**config.mk**
```make
export PLATFORM = sky130hd
export DESIGN_NAME = keccak_byte_packer_flat
export DESIGN_NICKNAME = d
export VERILOG_FILES = /design/src/rtl/keccak_byte_packer_if.sv /design/src/rtl/keccak_byte_packer.sv /design/src/flat_wrapper.sv
export SDC_FILE = /design/constraint.sdc
export NUM_CORES = 1
export LEC_CHECK = 0
export BUFFER_PORTS_ARGS = -buffer_cell sky130_fd_sc_hd__buf_4
export CAP_MARGIN = 10
export CELL_PAD_IN_SITES_DETAIL_PLACEMENT = 1
export CELL_PAD_IN_SITES_GLOBAL_PLACEMENT = 1
export CORE_MARGIN = 2
export CORE_UTILIZATION = 45
export DETAILED_ROUTE_END_ITERATION = 10
export GPL_TIMING_DRIVEN = 0
export HOLD_SLACK_MARGIN = 0.02
export PLACE_DENSITY_LB_ADDON = 0.1
export SETUP_SLACK_MARGIN = 0.15
export SYNTH_ARGS = -nofsm -noshare
export SYNTH_HDL_FRONTEND = slang
export SYNTH_SLANG_ARGS = --single-unit
```
**constraint.sdc**
```tcl
create_clock -name clk -period 6.3 [get_ports clk]
set_clock_uncertainty 0.1 [all_clocks]
set_input_delay 1.26 -clock clk [delete_from_list [all_inputs] [get_ports clk]]
set_output_delay 1.26 -clock clk [all_outputs]
set_load 0.05 [all_outputs]
```
**src/rtl/keccak_byte_packer_if.sv**
```systemverilog
// Byte-stream and keccak-core handshake bundle for keccak_byte_packer.
// master = byte source plus core side (testbench), slave = the packer itself.
interface keccak_byte_packer_if;
    logic [7:0]  s_data;
    logic        s_valid;
    logic        s_last;
    logic        s_ready;
    logic        msg_empty;
    logic [63:0] k_in;
    logic        k_in_ready;
    logic        k_is_last;
    logic [2:0]  k_byte_num;
    logic        k_buffer_full;
    logic        done;

    modport master (
        output s_data, s_valid, s_last, msg_empty, k_buffer_full,
        input  s_ready, k_in, k_in_ready, k_is_last, k_byte_num, done
    );

    modport slave (
        input  s_data, s_valid, s_last, msg_empty, k_buffer_full,
        output s_ready, k_in, k_in_ready, k_is_last, k_byte_num, done
    );
endinterface

```
**src/rtl/keccak_byte_packer.sv**
```systemverilog
// Packs a byte stream into 64-bit keccak core words (first byte in [63:56]) and adds the
// zero pad word for 8-byte-multiple messages. KECCAK_BYTE_PACKER_DBUF_EN selects ping-pong slots.
module keccak_byte_packer (
    input  logic                 clk,
    input  logic                 reset,
    keccak_byte_packer_if.slave  bus
);
    typedef enum logic [2:0] {
        ST_FILL          = 3'd0,
        ST_SEND          = 3'd1,
        ST_SEND_THEN_PAD = 3'd2,
        ST_SEND_LAST     = 3'd3,
        ST_DONE          = 3'd4
    } state_t;

    state_t      state_q, state_d;
    logic [2:0]  cnt_q, cnt_d;
    logic [63:0] fill_q, fill_d;
    logic        pend_q, pend_d;
    logic        pend_last_q, pend_last_d;
    logic        pend_pad_q, pend_pad_d;
    logic [2:0]  pend_num_q, pend_num_d;
    logic        got_byte_q, got_byte_d;
    logic        last_seen_q, last_seen_d;
    logic        s_ready_q, s_ready_d;
    logic [63:0] k_in_q, k_in_d;
    logic        k_in_ready_q, k_in_ready_d;
    logic        k_is_last_q, k_is_last_d;
    logic [2:0]  k_byte_num_q, k_byte_num_d;
    logic        done_q, done_d;

    logic        acc_s, xfer_s, empty_s, out_free_s;
    logic [5:0]  shamt_s;
    logic [63:0] word_s;
    logic        new_valid_s, new_last_s, new_pad_s;
    logic [2:0]  new_num_s;
    logic [63:0] new_word_s;
    logic        ld_s, ld_last_s, ld_pad_s;
    logic [2:0]  ld_num_s;
    logic [63:0] ld_word_s;

    assign acc_s   = bus.s_valid & s_ready_q;
    assign xfer_s  = k_in_ready_q & ~bus.k_buffer_full;
    assign shamt_s = 6'd56 - {cnt_q, 3'b000};
    assign word_s  = fill_q | ({56'd0, bus.s_data} << shamt_s);
    // A zero-length message is only possible before the first byte of the message.
    assign empty_s = bus.msg_empty & ~acc_s & ~got_byte_q & (state_q == ST_FILL) & (cnt_q == 3'd0);

    // Next-state: output slot handshake, fill slot packing, and hand-over between them.
    always_comb begin
        state_d      = state_q;
        cnt_d        = cnt_q;
        fill_d       = fill_q;
        pend_d       = pend_q;
        pend_last_d  = pend_last_q;
        pend_pad_d   = pend_pad_q;
        pend_num_d   = pend_num_q;
        got_byte_d   = got_byte_q;
        last_seen_d  = last_seen_q;
        k_in_d       = k_in_q;
        k_in_ready_d = k_in_ready_q;
        k_is_last_d  = k_is_last_q;
        k_byte_num_d = k_byte_num_q;
        done_d       = done_q;
        out_free_s   = 1'b0;

        case (state_q)
            ST_FILL: out_free_s = 1'b1;
            ST_SEND: begin
                if (xfer_s) begin
                    out_free_s   = 1'b1;
                    state_d      = ST_FILL;
                    k_in_d       = 64'd0;
                    k_in_ready_d = 1'b0;
                end else begin
                    out_free_s   = 1'b0;
                end
            end
            ST_SEND_THEN_PAD: begin
                if (xfer_s) begin
                    state_d      = ST_SEND_LAST;
                    k_in_d       = 64'd0;
                    k_is_last_d  = 1'b1;
                    k_byte_num_d = 3'd0;
                end else begin
                    state_d      = ST_SEND_THEN_PAD;
                end
            end
            ST_SEND_LAST: begin
                if (xfer_s) begin
                    state_d      = ST_DONE;
                    k_in_d       = 64'd0;
                    k_in_ready_d = 1'b0;
                    k_is_last_d  = 1'b0;
                    k_byte_num_d = 3'd0;
                    done_d       = 1'b1;
                end else begin
                    state_d      = ST_SEND_LAST;
                end
            end
            ST_DONE: done_d = 1'b1;
            default: state_d = ST_FILL;
        endcase

        new_valid_s = 1'b0;
        new_word_s  = 64'd0;
        new_last_s  = 1'b0;
        new_pad_s   = 1'b0;
        new_num_s   = 3'd0;
        if (acc_s) begin
            got_byte_d = 1'b1;
            if ((cnt_q == 3'd7) || bus.s_last) begin
                new_valid_s = 1'b1;
                new_word_s  = word_s;
                new_last_s  = bus.s_last & (cnt_q != 3'd7);
                new_pad_s   = bus.s_last & (cnt_q == 3'd7);
                new_num_s   = (bus.s_last && (cnt_q != 3'd7)) ? (cnt_q + 3'd1) : 3'd0;
                cnt_d       = 3'd0;
                last_seen_d = bus.s_last;
            end else begin
                cnt_d       = cnt_q + 3'd1;
                fill_d      = word_s;
            end
        end else if (empty_s) begin
            new_valid_s = 1'b1;
            new_last_s  = 1'b1;
            last_seen_d = 1'b1;
        end else begin
            got_byte_d  = got_byte_q;
        end

        // A parked word always has priority; bytes are never accepted while one is parked.
        ld_s      = 1'b0;
        ld_word_s = 64'd0;
        ld_last_s = 1'b0;
        ld_pad_s  = 1'b0;
        ld_num_s  = 3'd0;
        if (out_free_s && pend_q) begin
            ld_s      = 1'b1;
            ld_word_s = fill_q;
            ld_last_s = pend_last_q;
            ld_pad_s  = pend_pad_q;
            ld_num_s  = pend_num_q;
            pend_d    = 1'b0;
            fill_d    = 64'd0;
        end else if (new_valid_s && out_free_s) begin
            ld_s      = 1'b1;
            ld_word_s = new_word_s;
            ld_last_s = new_last_s;
            ld_pad_s  = new_pad_s;
            ld_num_s  = new_num_s;
            fill_d    = 64'd0;
        end else if (new_valid_s) begin
            pend_d      = 1'b1;
            fill_d      = new_word_s;
            pend_last_d = new_last_s;
            pend_pad_d  = new_pad_s;
            pend_num_d  = new_num_s;
        end else begin
            pend_d      = pend_q;
        end

        if (ld_s) begin
            k_in_d       = ld_word_s;
            k_in_ready_d = 1'b1;
            k_is_last_d  = ld_last_s;
            k_byte_num_d = ld_num_s;
            if (ld_pad_s) begin
                state_d = ST_SEND_THEN_PAD;
            end else if (ld_last_s) begin
                state_d = ST_SEND_LAST;
            end else begin
                state_d = ST_SEND;
            end
        end else begin
            k_in_ready_d = k_in_ready_d;
        end

`ifdef KECCAK_BYTE_PACKER_DBUF_EN
        s_ready_d = (state_d != ST_DONE) & ~last_seen_d & ~pend_d;
`else
        s_ready_d = (state_d == ST_FILL) & ~last_seen_d;
`endif
    end

    // State and registered outputs; reset discards any partial word.
    always_ff @(posedge clk) begin
        if (reset) begin
            state_q      <= ST_FILL;
            cnt_q        <= 3'd0;
            fill_q       <= 64'd0;
            pend_q       <= 1'b0;
            pend_last_q  <= 1'b0;
            pend_pad_q   <= 1'b0;
            pend_num_q   <= 3'd0;
            got_byte_q   <= 1'b0;
            last_seen_q  <= 1'b0;
            s_ready_q    <= 1'b0;
            k_in_q       <= 64'd0;
            k_in_ready_q <= 1'b0;
            k_is_last_q  <= 1'b0;
            k_byte_num_q <= 3'd0;
            done_q       <= 1'b0;
        end else begin
            state_q      <= state_d;
            cnt_q        <= cnt_d;
            fill_q       <= fill_d;
            pend_q       <= pend_d;
            pend_last_q  <= pend_last_d;
            pend_pad_q   <= pend_pad_d;
            pend_num_q   <= pend_num_d;
            got_byte_q   <= got_byte_d;
            last_seen_q  <= last_seen_d;
            s_ready_q    <= s_ready_d;
            k_in_q       <= k_in_d;
            k_in_ready_q <= k_in_ready_d;
            k_is_last_q  <= k_is_last_d;
            k_byte_num_q <= k_byte_num_d;
            done_q       <= done_d;
        end
    end

    assign bus.s_ready    = s_ready_q;
    assign bus.k_in       = k_in_q;
    assign bus.k_in_ready = k_in_ready_q;
    assign bus.k_is_last  = k_is_last_q;
    assign bus.k_byte_num = k_byte_num_q;
    assign bus.done       = done_q;
endmodule

```
**src/flat_wrapper.sv**
```systemverilog
// flat-port wrapper written by rule: the top's interface ports become plain ports
module keccak_byte_packer_flat 
  (clk, reset, bus_s_data, bus_s_valid, bus_s_last, bus_msg_empty, bus_k_buffer_full, bus_s_ready, bus_k_in, bus_k_in_ready, bus_k_is_last, bus_k_byte_num, bus_done);
  keccak_byte_packer_if bus_i ();
  input  logic clk;
  input  logic reset;
  input wire logic [$bits(bus_i.s_data)-1:0] bus_s_data;
  input wire logic [$bits(bus_i.s_valid)-1:0] bus_s_valid;
  input wire logic [$bits(bus_i.s_last)-1:0] bus_s_last;
  input wire logic [$bits(bus_i.msg_empty)-1:0] bus_msg_empty;
  input wire logic [$bits(bus_i.k_buffer_full)-1:0] bus_k_buffer_full;
  output wire logic [$bits(bus_i.s_ready)-1:0] bus_s_ready;
  output wire logic [$bits(bus_i.k_in)-1:0] bus_k_in;
  output wire logic [$bits(bus_i.k_in_ready)-1:0] bus_k_in_ready;
  output wire logic [$bits(bus_i.k_is_last)-1:0] bus_k_is_last;
  output wire logic [$bits(bus_i.k_byte_num)-1:0] bus_k_byte_num;
  output wire logic [$bits(bus_i.done)-1:0] bus_done;
  assign bus_i.s_data = bus_s_data;
  assign bus_i.s_valid = bus_s_valid;
  assign bus_i.s_last = bus_s_last;
  assign bus_i.msg_empty = bus_msg_empty;
  assign bus_i.k_buffer_full = bus_k_buffer_full;
  assign bus_s_ready = bus_i.s_ready;
  assign bus_k_in = bus_i.k_in;
  assign bus_k_in_ready = bus_i.k_in_ready;
  assign bus_k_is_last = bus_i.k_is_last;
  assign bus_k_byte_num = bus_i.k_byte_num;
  assign bus_done = bus_i.done;
  keccak_byte_packer u_core (.clk(clk), .reset(reset), .bus(bus_i));
endmodule
```
==> results_dict.tcl <==
set metrics [dict create \
    status "complete, no violations" \
    critPathArrivalTime_ns 3.24 \
    fin_setup_tns_ns 0 \
    clk_pin_slew_ns 0.06 \
    die_h_microns 118 \
    rsz0062_at_grt "no" \
    dieArea_sq_um 13800 \
    fin_crit_ns 3.04 \
    num-fill-cells 1512 \
    ant_nets 0 \
    wl_microns 19600 \
    rows 41 \
    num-nets-final 740 \
    hpwlAfterDp_microns 13200 \
    min_period_over_period 0.482 \
    clock_path_buffers 2 \
    synth_edf_count 0 \
    grt_pass1_wl_microns 30900 \
    synth.distinct_cells 51 \
    synth_seq_area_share 0.514 \
    final_max_slew_viol_count 0 \
    grt-ovfl-total 0 \
    pre_cts_ws_ns 2.92 \
    dieWidth_microns 118 \
    cts_tree "built" \
    antenna_found_initial 0 \
    syn2layout_area_growth_pct 23.1 \
    core_sq_um 12600 \
    ios 85 \
    syn-instance-count 629 \
    max_cap_viol_count 0 \
    finalHoldViolCount 0 \
    ir_worst_vdd_v 0.000172 \
    worstSetupStartpoint "bus_k_buffer_full" \
    max_slew_margin 0.185 \
    portBuffers 75 \
    diodes 0 \
    synth_top_cell_by_area "dfxtp_1" \
    fmax_mhz 329 \
    vias 5368 \
    routedWlPerCell_microns 21.6 \
    synthTopCellsByArea "dfxtp_1, a21oi_1, nor2_1, a22oi_1, a2bb2oi_1" \
    start_util 0.460 \
    r2r-start "u_core.cnt_q[0]" \
    clk_latency_ns 0.43 \
    drive_gt1_frac 0.174 \
    fin_ws_ns 3.26 \
    final_cell_mix "dfxtp_1, nor2_1, a21oi_1" \
    ys_ff_latch 149 \
    gp_congestion 0.868 \
    hp-class "register to register" \
    cts_max_level 4 \
    p_per_area_nw_per_um2 373 \
    drc 0 \
    cts-resized-gates 0 \
    postCtsHoldBufs 0 \
    critPathMaxFanout 10 \
    syn_nets 646 \
    first_pass_iters 5 \
    post-cts-setup-buffer-count 0 \
    ys_async_sr_fraction 0 \
    tightest_slew_ns 1.21 \
    synth_warnings 0 \
    power_leakage_uw 0.00266 \
    grt_util_all_layers 0.286 \
    min_from "u_core.bus.done" \
    clock-sinks 149 \
    crit_path_end_kind "register" \
    crit_path_start_kind "input port" \
    worst-setup-path-type "input port to register" \
    synth_ff_type "dfxtp_1" \
    grt_pass1_vias 5555 \
    drt_iter0_drc 435 \
    routed_via_density 5.92 \
    setup_viol 0 \
    grt_max_degree 17 \
    fin_util 0.566 \
    root_buffer "clkbuf_16" \
    numCtsBuffers 17 \
    synth_area_sq_um 5810 \
    cp.required_ns 6.50 \
    final_common_cell "dfxtp_1" \
    yosysTopAreaCellShare 0.514 \
    syn_avg_cell_area_sq_um 9.23 \
]
[routing by layer]
| metal | share of wire | global-route usage |
|---|---|---|
| met1 | 0.43 | 0.362 |
| met2 | 0.49 | 0.480 |
| met3 | 0.063 | 0.0640 |
| met4 | 0.020 | 0.104 |
| met5 | 0 | 0 |
[worst paths after layout]
path	cells past startpoint	end	slack (ns)
worst max register to register	8	u_core.pend_num_q[2]	3.44
worst max-delay path	6	u_core.bus.k_in[12]	3.26
worst min-delay path	2	u_core.bus.done	0.36
worst min register to register	2	u_core.bus.done	0.36
[power breakdown]
part	switching [uW]	internal, uW
logic	484	192
registers	24.7	975
clock network	394	595
total	903	1760
[metrics by stage]
step                      instances  power (uW)  instance area (sq um)  hold slack [ns]
after floorplan                 629        1480                   5810            0.338
after global placement          876        1660                   6580            0.341
after detailed placement        876        1690                   6580            0.348
after CTS                       906        2660                   7150            0.364
after global routing            906        2780                   7150            0.384
final                           906        2670                   7150            0.358
[cell type report]
| class | count | area (sq um) | share of cell area |
|---|---|---|---|
| inverters | 6 | 22.5 | 0.00315 |
| clock buffers | 20 | 457 | 0.0639 |
| repair buffers | 75 | 563 | 0.0788 |
| multi-input cells | 416 | 2510 | 0.352 |
| well taps | 172 | 215 | 0.0301 |
| plain buffers | 58 | 287 | 0.0401 |
| flip-flops and latches | 149 | 2980 | 0.417 |
| clock inverters | 10 | 106 | 0.0149 |
[registers in the layout, summed over array words and instances (netlist names)]
register	count
u_core.bus.s_ready	1
u_core.bus.done	1
u_core.state_q	3
u_core.fill_q	64
u_core.bus.k_in_ready	1
u_core.cnt_q	3
u_core.pend_last_q	1
u_core.last_seen_q	1
u_core.bus.k_byte_num	3
u_core.pend_pad_q	1
u_core.bus.k_is_last	1
u_core.got_byte_q	1
u_core.pend_q	1
u_core.pend_num_q	3
u_core.bus.k_in	64
[synthesized netlist by cell type (all sizes together) (7+ instances only)]
library cell,n
nor2,120
a22oi,51
o21ai,7
a2bb2oi,32
nand2,9
clkbuf,34
a21oi,90
nand2b,7
buf,24
dfxtp,149
o2bb2ai,31
and3,13
[worst max-delay path: stages]
cell and delay, ns:
buf_4 0.12, nor4b_1 1.00, nor3_2 0.28, buf_2 0.29
a2bb2oi_1 0.20, nor2_1 0.07
[logic make-up (layout without fill, tap and decap cells)]
logic type	count (synthesis)	in the layout	share of synthesized area
AND/OR/NAND/NOR	175	175	0.141
multiplexers	3	3	0.00539
AO/OA/AOI/OAI	235	235	0.280
adder cells (fa/ha/maj)	3	3	0.00647
flip-flops	149	149	0.514
buffers and inverters	64	169	0.0532
Power figures use the tool's default switching activity.
